--- config.mk ---
export PLATFORM = sky130hd
export DESIGN_NAME = ps2_pad_responder_flat
export DESIGN_NICKNAME = d
export VERILOG_FILES = /design/src/rtl/ps2_pad_responder_if.sv /design/src/rtl/ps2_pad_responder.sv /design/src/flat_wrapper.sv
export SDC_FILE = /design/constraint.sdc
export NUM_CORES = 1
export LEC_CHECK = 0
export ABC_AREA = 1
export ABC_CLOCK_PERIOD_IN_PS = 4500
export BUFFER_PORTS_ARGS = -buffer_cell sky130_fd_sc_hd__buf_2
export CAP_MARGIN = 20
export CORE_ASPECT_RATIO = 0.6
export CORE_MARGIN = 5
export CORE_UTILIZATION = 50
export DETAILED_ROUTE_END_ITERATION = 7
export PLACE_DENSITY = 0.73
export SYNTH_ARGS = -nofsm -noshare
export SYNTH_HDL_FRONTEND = slang
export SYNTH_SLANG_ARGS = --single-unit
--- constraint.sdc ---
create_clock -name clk -period 4.5 [get_ports clk]
set_input_delay 0.225 -clock clk [delete_from_list [all_inputs] [get_ports clk]]
set_output_delay 0.225 -clock clk [all_outputs]
set_load 0.02 [all_outputs]
--- src/rtl/ps2_pad_responder_if.sv ---
// Pad connector pins of the DualShock serial link.
// The host drives clock, select and command; the pad drives data, its enable and ack.
interface ps2_pad_responder_if;
    logic ps_clk;
    logic ps_sel_n;
    logic ps_mosi;
    logic ps_miso;
    logic ps_miso_oe;
    logic ps_ack_n;

    modport master (
        output ps_clk, ps_sel_n, ps_mosi,
        input  ps_miso, ps_miso_oe, ps_ack_n
    );

    modport slave (
        input  ps_clk, ps_sel_n, ps_mosi,
        output ps_miso, ps_miso_oe, ps_ack_n
    );
endinterface

--- src/rtl/ps2_pad_responder.sv ---
// PlayStation pad emulator: answers host polls with latched button (and axis) state.
// Define PS2_PAD_ANALOG_EN for the 9-byte analog frame (ID 0x73); default is digital (ID 0x41).
module ps2_pad_responder #(
    parameter int unsigned ACK_DELAY = 100,
    parameter int unsigned ACK_WIDTH = 50
) (
    input  logic                      clk,
    input  logic                      resetn,
    ps2_pad_responder_if.slave        pad,
    input  logic               [15:0] btn_n,
    input  logic               [31:0] axes,
    output logic                      frame_done,
    output logic               [7:0]  last_cmd
);

`ifdef PS2_PAD_ANALOG_EN
    localparam logic [7:0] IdByte   = 8'h73;
    localparam logic [3:0] LastByte = 4'd8;
`else
    localparam logic [7:0] IdByte   = 8'h41;
    localparam logic [3:0] LastByte = 4'd4;
`endif

    localparam int unsigned     CntW   = $clog2(ACK_DELAY + ACK_WIDTH + 1);
    localparam logic [CntW-1:0] AckOn  = CntW'(ACK_DELAY - 1);
    localparam logic [CntW-1:0] AckEnd = CntW'(ACK_DELAY + ACK_WIDTH - 1);

    typedef enum logic [2:0] {StIdle, StShift, StAck, StIgnore, StDone} state_e;

    state_e          state_q, state_d;
    logic [2:0]      ps_clk_sync_q, ps_sel_sync_q;
    logic [1:0]      ps_mosi_sync_q;
    logic [3:0]      byte_idx_q, byte_idx_d;
    logic [2:0]      bit_idx_q, bit_idx_d;
    logic [6:0]      rx_q, rx_d;
    logic [7:0]      tx_q, tx_d;
    logic [CntW-1:0] cnt_q, cnt_d;
    logic            miso_q, miso_d;
    logic            ack_q, ack_d;
    logic            frame_done_q, frame_done_d;
    logic [7:0]      last_cmd_q, last_cmd_d;
    logic [15:0]     btn_q;
    logic            latch_en;
    logic [7:0]      rx_byte, next_tx;
    logic [3:0]      nxt_idx;
    logic            clk_fall, clk_rise, sel_fall, sel_rise;

    // Select resets to "asserted" so a frame in progress at reset release yields no fall edge.
    always_ff @(posedge clk or negedge resetn) begin
        if (!resetn) begin
            ps_clk_sync_q  <= 3'b111;
            ps_sel_sync_q  <= 3'b000;
            ps_mosi_sync_q <= 2'b11;
        end else begin
            ps_clk_sync_q  <= {ps_clk_sync_q[1:0], pad.ps_clk};
            ps_sel_sync_q  <= {ps_sel_sync_q[1:0], pad.ps_sel_n};
            ps_mosi_sync_q <= {ps_mosi_sync_q[0], pad.ps_mosi};
        end
    end

    assign clk_fall = ps_clk_sync_q[2] & ~ps_clk_sync_q[1];
    assign clk_rise = ~ps_clk_sync_q[2] & ps_clk_sync_q[1];
    assign sel_fall = ps_sel_sync_q[2] & ~ps_sel_sync_q[1];
    assign sel_rise = ~ps_sel_sync_q[2] & ps_sel_sync_q[1];
    assign rx_byte  = {ps_mosi_sync_q[1], rx_q};
    assign nxt_idx  = byte_idx_q + 4'd1;

    always_ff @(posedge clk or negedge resetn) begin
        if (!resetn) begin
            btn_q <= 16'hFFFF;
        end else if (latch_en) begin
            btn_q <= btn_n;
        end
    end

`ifdef PS2_PAD_ANALOG_EN
    logic [31:0] axes_q;

    always_ff @(posedge clk or negedge resetn) begin
        if (!resetn) begin
            axes_q <= 32'h8080_8080;
        end else if (latch_en) begin
            axes_q <= axes;
        end
    end
`else
    logic unused_axes;
    assign unused_axes = ^axes;
`endif

    always_comb begin
        next_tx = 8'hFF;
        case (nxt_idx)
            4'd1:    next_tx = IdByte;
            4'd2:    next_tx = 8'h5A;
            4'd3:    next_tx = btn_q[7:0];
            4'd4:    next_tx = btn_q[15:8];
`ifdef PS2_PAD_ANALOG_EN
            4'd5:    next_tx = axes_q[7:0];
            4'd6:    next_tx = axes_q[15:8];
            4'd7:    next_tx = axes_q[23:16];
            4'd8:    next_tx = axes_q[31:24];
`endif
            default: next_tx = 8'hFF;
        endcase
    end

    always_comb begin
        state_d      = state_q;
        byte_idx_d   = byte_idx_q;
        bit_idx_d    = bit_idx_q;
        rx_d         = rx_q;
        tx_d         = tx_q;
        cnt_d        = cnt_q;
        miso_d       = miso_q;
        ack_d        = 1'b1;
        frame_done_d = 1'b0;
        last_cmd_d   = last_cmd_q;
        latch_en     = 1'b0;

        if (sel_rise) begin
            state_d = StIdle;
        end else begin
            unique case (state_q)
                StIdle: begin
                    if (sel_fall) begin
                        latch_en   = 1'b1;
                        tx_d       = 8'hFF;
                        miso_d     = 1'b1;
                        byte_idx_d = 4'd0;
                        bit_idx_d  = 3'd0;
                        state_d    = StShift;
                    end
                end
                StShift: begin
                    if (clk_fall) begin
                        miso_d = tx_q[bit_idx_q];
                    end else if (clk_rise) begin
                        rx_d      = rx_byte[7:1];
                        bit_idx_d = bit_idx_q + 3'd1;
                        if (bit_idx_q == 3'd7) begin
                            if (byte_idx_q == 4'd1) begin
                                last_cmd_d = rx_byte;
                            end
                            if (byte_idx_q == 4'd0 && rx_byte != 8'h01) begin
                                state_d = StIgnore;
                            end else if (byte_idx_q == LastByte) begin
                                frame_done_d = 1'b1;
                                state_d      = StDone;
                            end else begin
                                cnt_d   = '0;
                                state_d = StAck;
                            end
                        end
                    end
                end
                StAck: begin
                    cnt_d = cnt_q + CntW'(1);
                    // An early host clock cuts the ack short and goes straight to the next byte.
                    if (clk_fall || cnt_q == AckEnd) begin
                        byte_idx_d = nxt_idx;
                        tx_d       = next_tx;
                        miso_d     = next_tx[0];
                        state_d    = StShift;
                    end else if (cnt_q >= AckOn) begin
                        ack_d = 1'b0;
                    end
                end
                StIgnore, StDone: begin
                    state_d = state_q;
                end
                default: state_d = StIdle;
            endcase
        end
    end

    always_ff @(posedge clk or negedge resetn) begin
        if (!resetn) begin
            state_q      <= StIdle;
            byte_idx_q   <= 4'd0;
            bit_idx_q    <= 3'd0;
            rx_q         <= 7'd0;
            tx_q         <= 8'hFF;
            cnt_q        <= '0;
            miso_q       <= 1'b1;
            ack_q        <= 1'b1;
            frame_done_q <= 1'b0;
            last_cmd_q   <= 8'h00;
        end else begin
            state_q      <= state_d;
            byte_idx_q   <= byte_idx_d;
            bit_idx_q    <= bit_idx_d;
            rx_q         <= rx_d;
            tx_q         <= tx_d;
            cnt_q        <= cnt_d;
            miso_q       <= miso_d;
            ack_q        <= ack_d;
            frame_done_q <= frame_done_d;
            last_cmd_q   <= last_cmd_d;
        end
    end

    assign pad.ps_miso    = miso_q;
    assign pad.ps_miso_oe = (state_q == StShift) || (state_q == StAck);
    assign pad.ps_ack_n   = ack_q;
    assign frame_done     = frame_done_q;
    assign last_cmd       = last_cmd_q;

endmodule

--- src/flat_wrapper.sv ---
// flat-port wrapper written by rule: the top's interface ports become plain ports
module ps2_pad_responder_flat 
#(
    parameter int unsigned ACK_DELAY = 100,
    parameter int unsigned ACK_WIDTH = 50
)
  (clk, resetn, btn_n, axes, frame_done, last_cmd, pad_ps_clk, pad_ps_sel_n, pad_ps_mosi, pad_ps_miso, pad_ps_miso_oe, pad_ps_ack_n);
  ps2_pad_responder_if pad_i ();
  input  logic clk;
  input  logic resetn;
  input  logic               [15:0] btn_n;
  input  logic               [31:0] axes;
  output logic frame_done;
  output logic               [7:0] last_cmd;
  input wire logic [$bits(pad_i.ps_clk)-1:0] pad_ps_clk;
  input wire logic [$bits(pad_i.ps_sel_n)-1:0] pad_ps_sel_n;
  input wire logic [$bits(pad_i.ps_mosi)-1:0] pad_ps_mosi;
  output wire logic [$bits(pad_i.ps_miso)-1:0] pad_ps_miso;
  output wire logic [$bits(pad_i.ps_miso_oe)-1:0] pad_ps_miso_oe;
  output wire logic [$bits(pad_i.ps_ack_n)-1:0] pad_ps_ack_n;
  assign pad_i.ps_clk = pad_ps_clk;
  assign pad_i.ps_sel_n = pad_ps_sel_n;
  assign pad_i.ps_mosi = pad_ps_mosi;
  assign pad_ps_miso = pad_i.ps_miso;
  assign pad_ps_miso_oe = pad_i.ps_miso_oe;
  assign pad_ps_ack_n = pad_i.ps_ack_n;
  ps2_pad_responder #(.ACK_DELAY(ACK_DELAY), .ACK_WIDTH(ACK_WIDTH)) u_core (.clk(clk), .resetn(resetn), .pad(pad_i), .btn_n(btn_n), .axes(axes), .frame_done(frame_done), .last_cmd(last_cmd));
endmodule
==> results.txt <==
Status: completed
Vias per cell: 5.00
Cell Area, Placed: 0.00357 sq mm
Die area: 0.00848 sq mm
Final hold vios: 0
Max rail drop VDD: 0.000329 V
Fin util: 57.4%
Vias in the first global route: 2453
Crit end category: flop
Final Cycle Share: 49.5%
Worst-path maximum fanout: 21
Die Y: 73.4 um
Buf/Inv on CP: 0
Slew HR: 39.5%
Sink Count: 68
RSZ-0062 raised after global routing: false
Most frequent cells in the layout: nand2_1, nor2_1, inv_1
Ys Warns: 0
Final #Nets: 487
Syn Std Cell Area: 0.00334 sq mm
I/O pin total: 65
Root buffer cell: clkbuf_8
Non-filler cells in the finished layout: 517
Clock Path Buffers: 2
Routed len/inst: 13.2 um
CP cell instances: nor2_2 > nand3_1 > a21oi_1 > nand3_1 > o21ai_0
Post-CTS sizing: 0
CTS clk-pin slew, worst paths: 0.07 ns
Register area share after synthesis: 52.0%
Die span in x: 116 um
Post-DP HPWL: 4870 um
Yosys reg bits: 68
Worst Clk Skew: 0.00707 ns
Initial Utilization: 50.7%
P&R area growth vs syn: 13.1%
Total congestion overflow: 0
Top cell type's share of synthesized area: 27.7%
Worst-margin pin slew: 0.905 ns
First-pass GRT wire length: 11700 um
Detailed Routing Iterations Pass 1: 5
Hold Crit Class: primary input to async pin
1st-iter DRT viols: 115
Mean Syn Cell Area: 8.66 sq um
Antenna viol nets, final: 0
Remaining DRCs: 0
Final min period: 2.23 ns
Final Max Slew Viols: 0
Final setup vio count: 0
GR Util All Layers: 18.1%
IO Port Bufs: 32
Fmax: 449 MHz
Most common cell after layout, fill and taps aside: nand2_1
Synth Instances: 386
Power Density: 564 mW/mm^2
WP data required: 4.77 ns
Largest net degree at the start of global routing: 69
Initial antenna violation count: 0
Slowest-stage cell, CP: nand3_1
Fin area: 0.00378 sq mm
Crit. path cell count: 5
Row count: 23
Layout cells sized above 1: 25.1%
Critical path's top delay family: simple AND/OR/NAND/NOR gates
CTS tree: done
Setup TNS: 0 ns
H-tree levels: 3
Syn nets: 448
Skew-Pair Late Insertion Delay: 0.35 ns
Antenna cells: 0
Core area: 0.00659 sq mm
Critical path class: flop to flop
Reg-to-reg slack, setup: 2.27 ns
Dpl cells: 498
CP peak stage delay: 0.66 ns
Max-cap violations: 0
Leak pwr: 1.81 nW
Distinct cell type count after synthesis: 34
Depth of the most critical reg-to-reg path: 5
Final wirelength: 6810 um
Cell accounting for the most synthesized area: dfrtp_1
Critical path arrival: 2.49 ns
Startpoint types: flop
Number of CTS-inserted buffers: 9
Synth area leaders: dfrtp_1, dfstp_2, nand2_1
DR vias: 2587
Most frequent CP cell: nand3_1
Placer Congestion: 0.822
Total power: 2.13 mW
metal layers:
metal | share of wire (%) | vias to the layer above | track usage [%]
li1 | - | 1325 | -
met1 | 52 | 1199 | 26.5
met2 | 41 | 56 | 24.9
met3 | 5.4 | 7 | 5.68
met4 | 1.1 | 0 | 7.16
met5 | 0 | - | 0
flip-flops by register name (all words and copies together) (netlist names), 2 cells and up:
register / flops
u_core.bit_idx_q: 3
u_core.btn_q: 16
u_core.byte_idx_q: 4
u_core.cnt_q: 8
u_core.last_cmd: 8
u_core.ps_clk_sync_q: 3
u_core.ps_mosi_sync_q: 2
u_core.ps_sel_sync_q: 3
u_core.rx_q: 7
u_core.state_q: 3
u_core.tx_q: 8
layout make-up:
type                    instances  area (sq um)
clock buffers                  10           138
inverters                      49           184
well taps                      87           109
repair buffers                 36           198
flip-flops and latches         68          1740
clock inverters                 6          40.0
fillers                       594          2810
multi-input cells             261          1370
synthesized netlist by cell type:
library cell and number:
clkbuf_1 2, nor3_2 1, inv_2 5, ha_1 9, a21oi_1 21, nor2_2 1, o22ai_1 2, o21bai_1 1
nand2_2 4, dfrtp_1 37, nor4b_1 1, o21ai_0 28, or2_2 1, dfstp_2 31, nand3b_4 1, buf_4 1
inv_1 44, xor2_1 3, nand3_1 29, nand4_2 1, nor2_1 51, nand3_2 1, clkbuf_2 1, buf_2 3
buf_6 1, o21ai_1 4, o21a_1 1, nor3_1 5, nor2_4 1, and3_1 1, mux2_2 12, nand4_1 6
mux2i_1 1, nand2_1 75
cell families (layout without fill, tap and decap cells):
group / after synthesis / after routing / synth area share [%]
XOR/XNOR: 3 / 3 / 0.786
buffers and inverters: 57 / 101 / 6.88
multiplexers: 13 / 13 / 4.34
adder cells (fa/ha/maj): 9 / 9 / 3.37
flip-flops: 68 / 68 / 52.0
AO/OA/AOI/OAI: 57 / 57 / 8.75
AND/OR/NAND/NOR: 179 / 179 / 23.8
report_power, final:
| group | total (mW) | switching, mW | internal (mW) |
|---|---|---|---|
| Sequential | 0.967 | 0.118 | 0.849 |
| Clock | 0.451 | 0.238 | 0.213 |
| Combinational | 0.717 | 0.456 | 0.261 |
what timing repair did:
| item | CTS | global route |
|---|---|---|
| buffers inserted | 0 | 0 |
| endpoints found under the setup margin | 0 | 0 |
| hold buffers | 3 | 0 |
| hold endpoints to repair | 3 | 0 |
path summary, 6_finish.rpt:
kind,start,endpoint
min in group clk,btn_n[9],u_core.btn_q[9]$_DFFE_PN1P_
max reg2reg,u_core.state_q[1]$_DFFE_PN0P_,u_core.bit_idx_q[1]$_DFFE_PN0P_
min reg2reg,u_core.ps_sel_sync_q[0]$_DFF_PN0_,u_core.ps_sel_sync_q[1]$_DFF_PN0_
min,resetn,u_core.rx_q[2]$_DFFE_PN0P_
max in group asynchronous,resetn,u_core.cnt_q[5]$_DFFE_PN0P_
max,u_core.state_q[1]$_DFFE_PN0P_,u_core.bit_idx_q[1]$_DFFE_PN0P_
metrics by stage:
stage               hold slack (ns)  setup slack (ns)
floorplan                   -0.0706              2.98
global placement              0.330              2.33
detailed placement            0.332              2.26
CTS                          0.0730              2.26
global route                 0.0782              1.97
finish                       0.0481              2.27
Note: power is estimated with default switching activity, not from simulation.
